--- config.mk ---
export PLATFORM = sky130hd
export DESIGN_NAME = npu_sequencer
export DESIGN_NICKNAME = d
export VERILOG_FILES = /design/src/rtl/npu_sequencer.sv
export SDC_FILE = /design/constraint.sdc
export NUM_CORES = 1
export LEC_CHECK = 0
export CAP_MARGIN = 20
export CORE_ASPECT_RATIO = 2
export CORE_MARGIN = 2
export CORE_UTILIZATION = 55
export CTS_CLUSTER_SIZE = 12
export DETAILED_ROUTE_END_ITERATION = 16
export GPL_TIMING_DRIVEN = 0
export PLACE_DENSITY = 0.81
export SETUP_SLACK_MARGIN = 0.05
export SKIP_LAST_GASP = 1
export SYNTH_ARGS = -nofsm -noshare
export SYNTH_HDL_FRONTEND = slang
export SYNTH_SLANG_ARGS = --single-unit
--- constraint.sdc ---
create_clock -name aclk -period 9.15 [get_ports aclk]
set_input_delay 1.83 -clock aclk [delete_from_list [all_inputs] [get_ports aclk]]
set_output_delay 1.83 -clock aclk [all_outputs]
set_load 0.005 [all_outputs]
--- src/rtl/npu_sequencer.sv ---
// Control FSM for one N x N matrix multiply: read addressing, MAC control, output writes, status.
// Optional busy-cycle counter on perf_cycles when NPU_PERF_CNT_EN is defined.
module npu_sequencer #(
  parameter int DATA_WIDTH            = 16,
  parameter int MAX_N                 = 16,
  parameter int INPUT_BUF_ADDR_WIDTH  = 8,
  parameter int WEIGHT_BUF_ADDR_WIDTH = 10,
  parameter int OUTPUT_BUF_ADDR_WIDTH = 8
) (
  input  logic                             aclk,
  input  logic                             areset,
  input  logic                             ctrl_start,
  input  logic                             ctrl_reset,
  input  logic [7:0]                       ctrl_matrix_size,
  output logic                             in_rd_en,
  output logic [INPUT_BUF_ADDR_WIDTH-1:0]  in_rd_addr,
  output logic                             wt_rd_en,
  output logic [WEIGHT_BUF_ADDR_WIDTH-1:0] wt_rd_addr,
  output logic                             mac_clear,
  output logic                             mac_en,
  output logic                             out_wr_en,
  output logic [OUTPUT_BUF_ADDR_WIDTH-1:0] out_wr_addr,
  output logic                             status_busy,
  output logic                             status_done,
  output logic                             status_error,
  output logic [2:0]                       status_state,
  output logic                             interrupt,
  output logic [31:0]                      perf_cycles
);

  localparam int IW = INPUT_BUF_ADDR_WIDTH;
  localparam int WW = WEIGHT_BUF_ADDR_WIDTH;
  localparam int OW = OUTPUT_BUF_ADDR_WIDTH;

  if (DATA_WIDTH < 1 || MAX_N < 1 || MAX_N > 255) begin : g_param_check
    $error("npu_sequencer: illegal DATA_WIDTH or MAX_N");
  end

  typedef enum logic [2:0] {
    S_IDLE    = 3'd0,
    S_CHECK   = 3'd1,
    S_COMPUTE = 3'd2,
    S_DRAIN   = 3'd3,
    S_WRITE   = 3'd4,
    S_DONE    = 3'd5,
    S_ERROR   = 3'd6
  } state_t;

  state_t          state, state_nx;
  logic            start_q;
  logic            start_edge;
  logic [7:0]      n_q, i_q, j_q, k_q;
  logic [IW-1:0]   in_base;
  logic [WW-1:0]   wt_base;
  logic [OW-1:0]   out_base;
  logic            rd_vld_p1, clr_vld_p1;
  logic            done_q, error_q;
  logic            rd_en, last_k, last_j, last_i, size_bad;

  assign start_edge = ctrl_start & ~start_q;
  assign last_k     = (k_q == n_q - 8'd1);
  assign last_j     = (j_q == n_q - 8'd1);
  assign last_i     = (i_q == n_q - 8'd1);
  assign size_bad   = (n_q == 8'd0) || (int'(n_q) > MAX_N);

  always_ff @(posedge aclk or posedge areset) begin
    if (areset) state <= S_IDLE;
    else        state <= state_nx;
  end

  always_comb begin
    state_nx     = state;
    rd_en        = 1'b0;
    in_rd_addr   = '0;
    wt_rd_addr   = '0;
    out_wr_en    = 1'b0;
    out_wr_addr  = '0;
    status_busy  = 1'b0;
    interrupt    = 1'b0;
    case (state)
      S_IDLE:    if (start_edge) state_nx = S_CHECK;
      S_CHECK: begin
        status_busy = 1'b1;
        state_nx    = size_bad ? S_ERROR : S_COMPUTE;
      end
      S_COMPUTE: begin
        status_busy = 1'b1;
        rd_en       = 1'b1;
        in_rd_addr  = in_base + IW'(k_q);
        wt_rd_addr  = wt_base + WW'(j_q);
        if (last_k) state_nx = S_DRAIN;
      end
      S_DRAIN: begin
        status_busy = 1'b1;
        state_nx    = S_WRITE;
      end
      S_WRITE: begin
        status_busy = 1'b1;
        out_wr_en   = 1'b1;
        out_wr_addr = out_base + OW'(j_q);
        state_nx    = (last_i && last_j) ? S_DONE : S_COMPUTE;
      end
      S_DONE, S_ERROR: begin
        interrupt = 1'b1;
        state_nx  = S_IDLE;
      end
      default:   state_nx = S_IDLE;
    endcase
    if (ctrl_reset) state_nx = S_IDLE;
  end

  // Stage p1: read data returns one cycle after the strobe, so MAC controls lag by one.
  always_ff @(posedge aclk or posedge areset) begin
    if (areset) begin
      start_q    <= 1'b0;
      rd_vld_p1  <= 1'b0;
      clr_vld_p1 <= 1'b0;
      done_q     <= 1'b0;
      error_q    <= 1'b0;
      n_q        <= '0;
      i_q        <= '0;
      j_q        <= '0;
      k_q        <= '0;
      in_base    <= '0;
      wt_base    <= '0;
      out_base   <= '0;
    end else begin
      start_q    <= ctrl_start;
      rd_vld_p1  <= rd_en & ~ctrl_reset;
      clr_vld_p1 <= rd_en & (k_q == 8'd0) & ~ctrl_reset;
      if (ctrl_reset) begin
        done_q  <= 1'b0;
        error_q <= 1'b0;
      end else begin
        case (state)
          S_IDLE: if (start_edge) begin
            n_q      <= ctrl_matrix_size;
            i_q      <= '0;
            j_q      <= '0;
            k_q      <= '0;
            in_base  <= '0;
            wt_base  <= '0;
            out_base <= '0;
            done_q   <= 1'b0;
            error_q  <= 1'b0;
          end
          S_COMPUTE: begin
            k_q     <= k_q + 8'd1;
            wt_base <= wt_base + WW'(n_q);
          end
          S_WRITE: begin
            k_q     <= '0;
            wt_base <= '0;
            if (last_j) begin
              j_q      <= '0;
              i_q      <= i_q + 8'd1;
              in_base  <= in_base + IW'(n_q);
              out_base <= out_base + OW'(n_q);
            end else begin
              j_q <= j_q + 8'd1;
            end
          end
          default: ;
        endcase
        if (state_nx == S_DONE)  done_q  <= 1'b1;
        if (state_nx == S_ERROR) error_q <= 1'b1;
      end
    end
  end

  assign in_rd_en     = rd_en;
  assign wt_rd_en     = rd_en;
  assign mac_en       = rd_vld_p1;
  assign mac_clear    = clr_vld_p1;
  assign status_done  = done_q;
  assign status_error = error_q;
  assign status_state = state;

`ifdef NPU_PERF_CNT_EN
  logic [31:0] perf_q;

  always_ff @(posedge aclk or posedge areset) begin
    if (areset)                                perf_q <= '0;
    else if (ctrl_reset)                       perf_q <= '0;
    else if (state == S_IDLE && start_edge)    perf_q <= '0;
    else if (status_busy && perf_q != '1)      perf_q <= perf_q + 32'd1;
  end

  assign perf_cycles = perf_q;
`else
  assign perf_cycles = '0;
`endif

endmodule

==> run summary, run 1 <==
CTS tree -> yes
Worst Hold Margin -> 531 ps
Number of setup violations in the final report -> 0
Combinational share of power -> 40.6%
Ys async rst share -> 100%
Minimum clock period -> 5060 ps
Final core utilization -> 66.5%
Max-Cap Viols -> 0
Initial core utilization -> 56.0%
CTS sink cnt -> 66
Buffers on Ports -> 48
WHS Path Cells -> 2
CP Max Fanout -> 8
Setup TNS -> 0 ps
Area share of the largest cell type after synthesis -> 29.5%
Hold WC Path Type -> reg -> reg
Nets@finish -> 790
First-pass GRT wire length -> 23900 µm
Most frequent cell after synthesis -> dfrtp_1
Critical path arrival -> 3230 ps
Root buffer cell -> clkbuf_16
Nature of the critical path endpoint -> primary output
Inserted Clock Buffers -> 9
N_diodes -> 0
Post-synth top cells -> 66 x dfrtp_1, 58 x nor2_1, 50 x ha_1, 50 x nand2_1, 47 x xnor2_1
Die ar. -> 0.0111 mm²
Vias per cell -> 5.65
Final Hold Viols -> 0
Gate Count Post-Synth -> 631
Total gr overflow -> 0
Sink of the worst hold path -> out_base[3]
Achievable Freq -> 0.198 GHz
Reg-to-reg slack, setup -> 5500 ps
Via count -> 4867
Clock Latency Late Sink -> 330 ps
Filler cells -> 852
Worst R2R Start -> n_q[0]
NetSw -> 447 µW
Die Ht -> 147 µm
Post-synth cell types -> 67
Post_cts resized -> 0
CTS Hold Bufs -> 0
H-Tree Level Count -> 3
Register bit total from synthesis -> 66
Site Rows -> 52
Initial DRC count -> 229
Reg2reg path depth -> 11
GP Congestion -> 0.999
Pint -> 741 µW
Placed cell area -> 0.00639 mm²
Drt drc -> 0
Cell Area, Synth -> 0.00561 mm²
Detailed placer's ending HPWL -> 12000 µm
Crit share post-route -> 55.3%
Skew final -> 6.01 ps
Initial antenna violation count -> 0
Number of global-route vias before repair -> 4906
Bufs on Longest Clock Path -> 2
Post-Syn Area per Cell -> 8.89 µm²
Switching share of power -> 37.6%
PD cells -> 178 mW/mm²
Post-route cell area -> 0.00667 mm²
R2r endpoint -> out_base[2]
Dominant cell type by area after synthesis -> dfrtp_1
Sequential share of the synthesized area -> 29.5%
Largest net degree at the start of global routing -> 43
CP startpoint kind -> register
Share of layout cells above drive strength 1 -> 10.6%
Status -> complete, no violations
DIE WIDTH -> 75.4 µm
Hold path startpoint -> out_base[3]
Synth top area cells -> dfrtp_1 29%, ha_1 11%, xnor2_1 7.3%, buf_4 4.6%, xor2_1 3.9%
Clock Pin Slew Worst Setup and Hold Paths -> 60 ps
Post-CTS Setup Inserts -> 0
Wire per inst -> 17.4 µm
I/O pins -> 82
Slew margin rel. -> 50.5%
Yosys warning count -> 0
Leading register cell type out of synthesis -> dfrtp_1
Seq pwr share -> 32.7%
Clock power frac -> 26.7%
Antenna violation net count after detailed routing -> 0
RSZ-0062 raised after global routing -> false
Slew @ Worst Pin -> 741 ps
Static leakage -> 0.00310 µW
Worst vdd ir -> 108 µV
Worst EP required -> 7320 ps
Core Region -> 0.0100 mm²
EDFF count, synth -> 0
Global Route Usage Sum -> 28.6%
Pins Over Slew Limit -> 0
Drt first pass iters -> 4
Routed wire length -> 15000 µm
Syn-to-layout area delta -> 18.9%
Crit Path Class -> reg -> out
Pwr Total -> 1190 µW
## kinds of logic after synthesis
group,after synthesis,synth area share [%]
simple gates,188,16.3
compound gates,142,16.8
buf+inv,93,8.79
xor+xnor,79,14.1
flops,66,29.5
fa+ha+maj,56,13.3
mux,6,1.18
other cells,1,0.0669
## through the flow
step | setup WS, ps | cells
floorplan | 5200 | 662
detailed placement | 4420 | 846
global route | 3920 | 862
finish | 4090 | 862
global placement | 4510 | 845
CTS | 4060 | 862
## placed cells by master (no fill, tap or decap), drive strengths merged, types with 4 or more instances in the layout
master          n
inv            27
or4             5
conb           32
fa              6
xnor3           5
clkbuf         33
mux2            5
nand3          16
xnor2          47
buf            45
xor2           25
nor2b           5
o21bai         12
dfrtp          66
o21ai          32
ha             50
or2             5
nand2b          4
nand4           4
a21oi          38
nor3           13
nand2          50
clkdlybuf4s50  48
a21o           13
and3            6
and2            6
o31ai          15
nor2           58
## power by group through the flow
stage,Combinational [µW],Sequential (µW),Clock (µW)
after floorplan,376,364,0
after global placement,456,390,0
after detailed placement,477,392,0
after CTS,479,387,320
after global routing,535,393,330
final,483,389,317
## per-layer routing
metal	track usage [%]	share of wire [%]
met2	49.7	53
met1	30.6	36
met4	18.1	6.4
met5	0	0
met3	4.18	4.1
## worst max path at each step
stage	startpoint	end	cells past startpoint	slack, ps
2_1_floorplan	j_q[1]	wt_rd_addr[9]	8	5200
3_3_place_gp	areset	in_base[4]	2	4510
3_5_place_dp	j_q[1]	wt_rd_addr[9]	9	4420
4_1_cts	j_q[1]	wt_rd_addr[9]	9	4060
5_1_grt	j_q[1]	wt_rd_addr[9]	9	3920
6_report	j_q[1]	wt_rd_addr[9]	9	4090
## critical path: stages, from the launching register on
cell and delay, ps:
dfrtp_1 600, ha_1 310, a21o_1 170, a21oi_1 210, nor2b_1 70, o21a_1 190
o41a_1 360, a31oi_1 240, mux2i_1 220, clkdlybuf4s50_1 530
## layout make-up
cell class	count	area, µm²	share of cell area [%]
multi-input combinational	503	3580	53.7
clock buffer	11	243	3.64
tap	135	169	2.53
clock inverter	5	30.0	0.450
timing repair buffer	49	500	7.51
buffer	66	392	5.87
sequential	66	1650	24.8
inverter	27	101	1.52
## state kept, by name, indices dropped and copies added (netlist names)
name / cells
status_error: 1
n_q: 8
out_base: 8
status_state: 3
status_done: 1
mac_clear: 1
j_q: 8
wt_base: 10
k_q: 8
in_base: 8
mac_en: 1
start_q: 1
i_q: 8
(Power assumes the default switching activity.)
==> run 2: changes to the inputs <==
CORE_UTILIZATION = 50   (was 55)
PLACE_DENSITY = 0.77   (was 0.81)
clock period = 4.65 ns   (was 9.15 ns; I/O delays follow)
==> run 2 against run 1 <==
  * Count of clock-buffer cells in the layout is 1 lower
  * Power grew 110%
  * Hold slack better by 11 ps
  * Flip-flop and latch count did not move
  * Highest routed layer unchanged
  * Global-route usage decreased by 1.6 points
  * Sequential power up 98%
  * Largest power group unchanged
  * Combinational power rose by 98%
  * Design area is 1.3% higher
==> run summary, run 2 (synthesis results as in run 1) <==
R2r endpoint -> out_base[3] (was out_base[2])
H-Tree Level Count -> 3 (unchanged)
Nature of the critical path endpoint -> primary output (unchanged)
Die Ht -> 154 µm (was 147 µm)
Crit-path cells -> ha_1, a21o_1, a21oi_1, nor2b_1, o21a_1, o41a_1, a31oi_1, mux2i_1, clkdlybuf4s50_1 (unchanged)
Clock power frac -> 31.9% (was 26.7%)
Share of layout cells above drive strength 1 -> 10.7% (was 10.6%)
Site Rows -> 54 (was 52)
Crit Path Class -> reg -> out (unchanged)
Routed wire length -> 15600 µm (was 15000 µm)
Max reg flops -> 10 (unchanged)
Biggest register -> wt_base (unchanged)
CP Max Fanout -> 8 (unchanged)
Clock Latency Late Sink -> 340 ps (was 330 ps)
N_diodes -> 0 (unchanged)
Setup ws final -> 525 ps (was 4090 ps)
Worst R2R Start -> n_q[0] (unchanged)
CP startpoint kind -> register (unchanged)
Initial DRC count -> 243 (was 229)
PD cells -> 375 mW/mm² (was 178 mW/mm²)
Die ar. -> 0.0121 mm² (was 0.0111 mm²)
Crit path from -> j_q[1] (unchanged)
RSZ-0062 raised after global routing -> false (unchanged)
Status -> complete, no violations (unchanged)
Slew @ Worst Pin -> 876 ps (was 741 ps)
Largest net degree at the start of global routing -> 41 (was 43)
Reg-to-reg slack, setup -> 980 ps (was 5500 ps)
CTS tree -> yes (unchanged)
Wire per inst -> 18.0 µm (was 17.4 µm)
Inserted Clock Buffers -> 9 (unchanged)
Antenna violation net count after detailed routing -> 0 (unchanged)
Most common cell after layout, fill and taps aside -> dfrtp_1 (unchanged)
Slowest stage delay, CP -> 590 ps (was 600 ps)
Number of global-route vias before repair -> 5093 (was 4906)
Post_cts resized -> 0 (unchanged)
Core Region -> 0.0109 mm² (was 0.0100 mm²)
Seq pwr share -> 30.4% (was 32.7%)
Total gr overflow -> 0 (unchanged)
Worst EP required -> 3720 ps (was 7320 ps)
Drt first pass iters -> 5 (was 4)
Hold WC Path Type -> reg -> reg (unchanged)
Initial antenna violation count -> 0 (unchanged)
Static leakage -> 0.00313 µW (was 0.00310 µW)
DIE WIDTH -> 78.9 µm (was 75.4 µm)
First-pass GRT wire length -> 25200 µm (was 23900 µm)
Detailed placer's ending HPWL -> 12200 µm (was 12000 µm)
Number of setup violations in the final report -> 0 (unchanged)
Buffers on Ports -> 48 (unchanged)
Initial core utilization -> 51.2% (was 56.0%)
Final Hold Viols -> 0 (unchanged)
NetSw -> 910 µW (was 447 µW)
Post-CTS Setup Inserts -> 0 (unchanged)
Pre-CTS WS -> 915 ps (was 4420 ps)
Commonest cells after routing, fill and taps aside -> 66 x dfrtp_1, 58 x nor2_1, 50 x nand2_1, 50 x ha_1, 48 x clkdlybuf4s50_1 (unchanged)
Max-Cap Viols -> 0 (unchanged)
Reg2reg path depth -> 11 (unchanged)
Vias per cell -> 5.77 (was 5.65)
GP Congestion -> 0.914 (was 0.999)
Switching share of power -> 35.9% (was 37.6%)
Slowest cell on the critical path -> dfrtp_1 (unchanged)
Drt drc -> 0 (unchanged)
Worst vdd ir -> 178 µV (was 108 µV)
Bufs on Longest Clock Path -> 2 (unchanged)
Setup TNS -> 0 ps (unchanged)
Pins Over Slew Limit -> 0 (unchanged)
Minimum clock period -> 4120 ps
Crit share post-route -> 88.7%
Syn-to-layout area delta -> 20.4% (was 18.9%)
Via count -> 5000 (was 4867)
Nets@finish -> 790 (unchanged)
Clock Pin Slew Worst Setup and Hold Paths -> 50 ps (was 60 ps)
Slew margin rel. -> 41.5% (was 50.5%)
Critical path arrival -> 3190 ps (was 3230 ps)
Hold path startpoint -> out_base[6] (was out_base[3])
CP Capture Point -> wt_rd_addr[9] (unchanged)
Root buffer cell -> clkbuf_16 (unchanged)
I/O pins -> 82 (unchanged)
Skew final -> 5.05 ps (was 6.01 ps)
CTS Hold Bufs -> 0 (unchanged)
Filler cells -> 964 (was 852)
Pint -> 1620 µW (was 741 µW)
Global Route Usage Sum -> 27.0% (was 28.6%)
Achievable Freq -> 0.242 GHz
Multi-input gate area -> 0.00358 mm² (unchanged)
Storage cell area -> 0.00165 mm² (unchanged)
CTS sink cnt -> 66 (unchanged)
Combinational share of power -> 37.7% (was 40.6%)
## run 2: cell count changes in the layout (fill, tap and decap cells not counted), sizes merged
cell	before	now
clkbuf	33	32
clkinv	3	1
bufinv	0	3
## run 2: worst max-delay path: cells and delay by family (launching register included)
kind	cells	cell delay, ps
compound gates	5	1150
simple gates	1	70
flops	1	590
buf+inv	1	510
mux	1	220
fa+ha+maj	1	320
## run 2: metrics by stage
| step | util [%] | hold WS (ps) | total power, µW | cell area (µm²) | instances |
|---|---|---|---|---|---|
| global route | 61.7 | 568 | 2670 | 6750 | 867 |
| global placement | 58.3 | 499 | 1660 | 6380 | 850 |
| floorplan | - | 479 | 1460 | 5720 | 662 |
| CTS | 61.7 | 540 | 2530 | 6750 | 867 |
| finish | 61.7 | 542 | 2530 | 6750 | 867 |
| detailed placement | 58.5 | 527 | 1720 | 6400 | 851 |
## run 2: worst min-delay path by stage
stage                       end  slack [ps]  depth (start not counted)
floorplan            in_base[2]         480                          2
global placement    out_base[5]         500                          2
detailed placement  out_base[6]         530                          2
CTS                 out_base[6]         540                          2
global route        out_base[6]         570                          2
finish              out_base[6]         540                          2
## run 2: power groups by stage
stage	sequential, µW	clock (µW)	combinational (µW)
6_report	770	807	956
5_1_grt	776	841	1050
4_1_cts	763	813	950
3_5_place_dp	774	0	943
3_3_place_gp	771	0	891
2_1_floorplan	717	0	740
## run 2: layout make-up
type,count,share of cell area [%]
well taps,140,2.59
flip-flops and latches,66,24.5
inverters,27,1.50
repair buffers,49,7.41
multi-input cells,503,53.0
clock inverters,6,1.69
plain buffers,66,5.80
clock buffers,10,3.54
## run 2: per-layer routing
| layer | GRT usage, % | routed length, µm | up-vias |
|---|---|---|---|
| met5 | 0 | 0 | - |
| met4 | 17.7 | 914 | 0 |
| li1 | - | - | 2314 |
| met2 | 49.8 | 8560 | 181 |
| met1 | 27.6 | 5390 | 2441 |
| met3 | 3.46 | 710 | 64 |
==> run 3: changes to the inputs <==
ABC_CLOCK_PERIOD_IN_PS = 4650   (was default)
==> results of run 3 <==
Final layout, timing and power as in run 2 (identical DEF).
